**config.mk**
```make
export PLATFORM = sky130hd
export DESIGN_NAME = npc_retire_monitor
export DESIGN_NICKNAME = d
export VERILOG_FILES = /design/src/rtl/npc_retire_monitor.sv
export SDC_FILE = /design/constraint.sdc
export NUM_CORES = 1
export LEC_CHECK = 0
export CORE_MARGIN = 2
export CORE_UTILIZATION = 45
export DETAILED_ROUTE_END_ITERATION = 6
export MAX_ROUTING_LAYER = met4
export PLACE_DENSITY = 0.79
export SLEW_MARGIN = 10
export SYNTH_ARGS = -nofsm -noshare
export SYNTH_HDL_FRONTEND = slang
export SYNTH_SLANG_ARGS = --single-unit
```
**constraint.sdc**
```tcl
create_clock -name clock -period 4.2 [get_ports clock]
set_clock_uncertainty 0.2 [all_clocks]
set_input_delay 0.42 -clock clock [delete_from_list [all_inputs] [get_ports clock]]
set_output_delay 0.42 -clock clock [all_outputs]
set_load 0.01 [all_outputs]
```
**src/rtl/npc_retire_monitor.sv**
```systemverilog
// Retire-port monitor: counts retired instructions and run cycles, keeps a ring
// of recent PCs, and raises a sticky halt on ebreak or a commit-stall watchdog.
module npc_retire_monitor #(
    parameter int TRACE_DEPTH = 8,
    parameter int TIMEOUT     = 1024,
    parameter int CNT_W       = 64,
    localparam int IDX_W      = (TRACE_DEPTH > 1) ? $clog2(TRACE_DEPTH) : 1,
    localparam int FILL_W     = $clog2(TRACE_DEPTH + 1),
    localparam int IDLE_W     = (TIMEOUT > 1) ? $clog2(TIMEOUT) : 1
) (
    input  logic             clock,
    input  logic             reset,
    input  logic             commit_valid,
    input  logic [31:0]      commit_pc,
    input  logic [31:0]      commit_inst,
    input  logic [31:0]      commit_a0,
    input  logic [IDX_W-1:0] trace_idx,
    output logic             halt,
    output logic [1:0]       halt_code,
    output logic [CNT_W-1:0] inst_count,
    output logic [CNT_W-1:0] cycle_count,
    output logic [31:0]      trace_pc,
    output logic             trace_valid
);

    localparam logic [31:0] EBREAK_INST = 32'h0010_0073;
    localparam logic [1:0]  CODE_NONE   = 2'b00;
    localparam logic [1:0]  CODE_GOOD   = 2'b01;
    localparam logic [1:0]  CODE_BAD    = 2'b10;
    localparam logic [1:0]  CODE_WDOG   = 2'b11;

    typedef enum logic {
        RUN,
        HALTED
    } state_t;

    state_t              state_reg;
    logic                halt_reg;
    logic [1:0]          halt_code_reg;
    logic [CNT_W-1:0]    inst_count_reg;
    logic [CNT_W-1:0]    cycle_count_reg;
    logic [IDLE_W-1:0]   idle_reg;
    logic [FILL_W-1:0]   fill_reg;
    logic [IDX_W-1:0]    wr_ptr_reg;
    logic [31:0]         ring_mem [TRACE_DEPTH];

    logic                ring_we;
    logic [IDX_W-1:0]    rd_ptr;

    assign ring_we = !reset && (state_reg == RUN) && commit_valid;

    always_ff @(posedge clock) begin
        if (reset) begin
            state_reg       <= RUN;
            halt_reg        <= 1'b0;
            halt_code_reg   <= CODE_NONE;
            inst_count_reg  <= '0;
            cycle_count_reg <= '0;
            idle_reg        <= '0;
            fill_reg        <= '0;
            wr_ptr_reg      <= '0;
        end else begin
            case (state_reg)
                RUN: begin
                    cycle_count_reg <= cycle_count_reg + 1'b1;
                    if (commit_valid) begin
                        inst_count_reg <= inst_count_reg + 1'b1;
                        wr_ptr_reg     <= wr_ptr_reg + 1'b1;
                        idle_reg       <= '0;
                        if (fill_reg != FILL_W'(TRACE_DEPTH))
                            fill_reg <= fill_reg + 1'b1;
                        // A trap always takes precedence over the watchdog.
                        if (commit_inst == EBREAK_INST) begin
                            state_reg     <= HALTED;
                            halt_reg      <= 1'b1;
                            halt_code_reg <= (commit_a0 == 32'd0) ? CODE_GOOD : CODE_BAD;
                        end
                    end else if (idle_reg == IDLE_W'(TIMEOUT - 1)) begin
                        state_reg     <= HALTED;
                        halt_reg      <= 1'b1;
                        halt_code_reg <= CODE_WDOG;
                    end else begin
                        idle_reg <= idle_reg + 1'b1;
                    end
                end
                default: begin
                    state_reg <= HALTED;
                    halt_reg  <= 1'b1;
                end
            endcase
        end
    end

    // Ring contents are never reset; fill_reg masks stale entries.
    always_ff @(posedge clock) begin
        if (ring_we)
            ring_mem[wr_ptr_reg] <= commit_pc;
    end

    // Power-of-two depth makes the subtraction wrap modulo TRACE_DEPTH.
    assign rd_ptr      = wr_ptr_reg - IDX_W'(1) - trace_idx;
    assign trace_pc    = ring_mem[rd_ptr];
    assign trace_valid = (FILL_W'(trace_idx) < fill_reg);

    assign halt        = halt_reg;
    assign halt_code   = halt_code_reg;
    assign inst_count  = inst_count_reg;
    assign cycle_count = cycle_count_reg;

endmodule

```
==> out/results.txt <==
Worst EP required - 3.58 ns
DP HPWL - 26,900 µm
Core footprint - 37,500 µm²
CTS H-tree depth - 2
IO Count - 266
VDD IR-drop max - 0.340 mV
Final Cycle Share - 96.7%
Min-delay src - reset
Drt total wl - 41,500 µm
Drt drc - 0
Placer Congestion - 0.895
Layout cells sized above 1 - 9.44%
Post-Route Setup TNS - 0 ns
CTS tree - built
Synthesized Nets - 1,488
Number of synthesized flops with an enable pin - 256
Overflow left after global routing - 0
Minimum clock period - 4.06 ns
CP Class - reg2out
Gr usage total - 21.7%
Fin nets - 1,765
Cts bufs inserted - 43
R2R Setup Slk - 1.07 ns
Status - completed
Synth cell types - 52
Area leader, netlist - edfxtp_1
Most frequent cell after synthesis - edfxtp_1
Slew @ Worst Pin - 0.991 ns
Avg Cell Area, Syn - 12.4 µm²
Synthesized flop and latch total - 405
Non-Filler Instances - 2,195
Pin count of the biggest net entering global routing - 97
Max_slew headroom - 33.9%
Async set-reset flop share out of synthesis - 0%
PortBufs - 265
Synth Instances - 1,376
First drt pass iteration count - 5
Pleak - 0.00719 µW
First-pass GRT wire length - 65,500 µm
CTS sink cnt - 405
Initial antenna violation count - 0
DRT iter0 DRCs - 815
Final Setup Violations - 0
DR vias - 12,360
Seq/Total Area, Yosys - 62.5%
MaxCap Viol Count - 0
RR Startpoint - cycle_count[0]$_SDFFE_PP0N_
YS warnings - 0
Max-slew violation count - 0
Cts hold-fix bufs - 0
Critical Path AT - 3.44 ns
Fmax - 246 MHz
Top cells by area, synth - edfxtp_1, dfxtp_1, mux4_2, mux2i_1, nor2_1
Final ANT Viol Nets - 0
Filler cell count in the final layout - 3,014
Die W - 199 µm
WL per Instance - 18.9 µm
Crit path launch - wr_ptr_reg[0]$_SDFFE_PP0P_
Postcts setup bufs - 0
Total Power - 8930 µW
Synth Flop Type - edfxtp_1
Area grow syn2layout - 28.5%
Number of global-route vias before repair - 12,266
Post-synth top area share - 45.1%
Post-synth top cells - edfxtp_1, nor2_1, dfxtp_1, mux2i_1, nand4_1
Crit path launch type - flip-flop
Vias per inst - 5.63
Clk Latency, worst-skew pair - 0.56 ns
Deepest clock path buffer count - 3
Cell Area, Synth - 17,100 µm²
RSZ-0062 raised after global routing - false
Die Span Y - 199 µm
# rows - 71
Die ar. - 39,500 µm²
Hold Fails Final Rpt - 0
Antenna cell count - 0
Worst hold path class - in2reg
Number of flip-flops in the largest register - 256
Max FO, Critical Path - 21
Cell Pwr Density - 408 nW/µm²
Setup crit end kind - primary output
Root Driver - clkbuf_16
Cells after DPL - 2,119
Starting density of the core - 45.5%
Clock transition at the registers of the reported paths - 0.06 ns
[worst max-delay path: stages, from the launching register on]
cell	delay, ns
dfxtp_1	0.41
ha_2	0.22
fa_1	0.41
xor2_2	0.18
xnor2_2	0.18
buf_12	0.22
mux4_2	0.25
nor2_1	0.05
a221oi_1	0.26
buf_4	0.17
clkdlybuf4s50_1	0.52
[layout by cell type (no fill, tap or decap), types with 7 or more instances in the layout]
cell type	Yosys	final
and3_1	14	14
buf_4	0	23
nor3_1	31	29
clkdlybuf4s50_1	0	252
xor2_1	44	43
nor4_1	45	43
xnor2_1	42	41
nand2_1	60	60
clkinv_2	0	7
nor2_1	157	151
a21oi_1	52	52
inv_1	20	20
and4_1	12	12
dlymetal6s2s_1	0	10
nand4_1	63	63
dfxtp_1	149	149
edfxtp_1	256	256
or3_1	45	45
mux4_2	32	32
ha_1	9	8
mux2i_1	66	66
a221oi_1	32	26
o21ai_0	47	47
clkbuf_16	0	43
buf_12	0	8
clkinv_1	0	8
nand3_1	62	62
[final cells by class]
cell class	count	area (µm²)	share of cell area, %
clock buffer	53	1150	5.26
clock inverter	23	210	0.959
inverter	20	75.1	0.343
multi-input combinational	888	6170	28.2
sequential	405	10700	48.7
tap	511	639	2.92
timing repair buffer	295	3000	13.7
[metal layers]
layer  vias to the layer above  global-route usage [%]  wire (µm)
met5                         -                       -          0
met3                        65                    5.49       3160
met1                      6061                    27.1      17600
met2                       429                    35.0      19900
li1                       5805                       -          -
met4                         0                    6.38        813
[final timing paths]
| path | endpoint | cells past startpoint |
|---|---|---|
| worst max-delay path | trace_pc[1] | 10 |
| worst max register to register | cycle_count[52]$_SDFFE_PP0N_ | 6 |
| worst min register to register | halt$_SDFFE_PP0P_ | 2 |
| worst min-delay path | inst_count[35]$_SDFFE_PP0P_ | 2 |
[timing repair]
action,CTS,global route
endpoints found under the hold margin,0,0
endpoints found under the setup margin,18,15
gates resized for setup,5,15
[metrics by stage]
stage          worst slack (ns)  cell area (µm²)  hold slack, ns  util (%)
4_1_cts                0.000702            21900           0.123      58.3
5_1_grt                  0.0144            21900           0.168      58.5
3_5_place_dp            -0.0120            20500           0.270      54.6
2_1_floorplan             0.332            17100           0.265         -
6_report                  0.138            21900           0.152      58.5
3_3_place_gp             0.0219            20500           0.259      54.6
[report_power, final]
group / total, µW / leakage, µW / internal, µW / switching (µW)
sequential: 4290 / 0.00351 / 4270 / 21.5
combinational: 980 / 0.00300 / 505 / 476
clock: 3660 / 0.000671 / 2140 / 1520
[kinds of logic after synthesis]
group,count (synthesis),share of synthesized area (%)
DFF,405,62.5
buffers and inverters,83,1.86
adders and majority gates,10,0.777
xor gates and xnor gates,86,4.42
muxes,100,8.23
and+or+nand+nor,540,16.7
AOI/OAI and AO/OA,152,5.52
No activity file was read; power rests on OpenSTA's default activity.
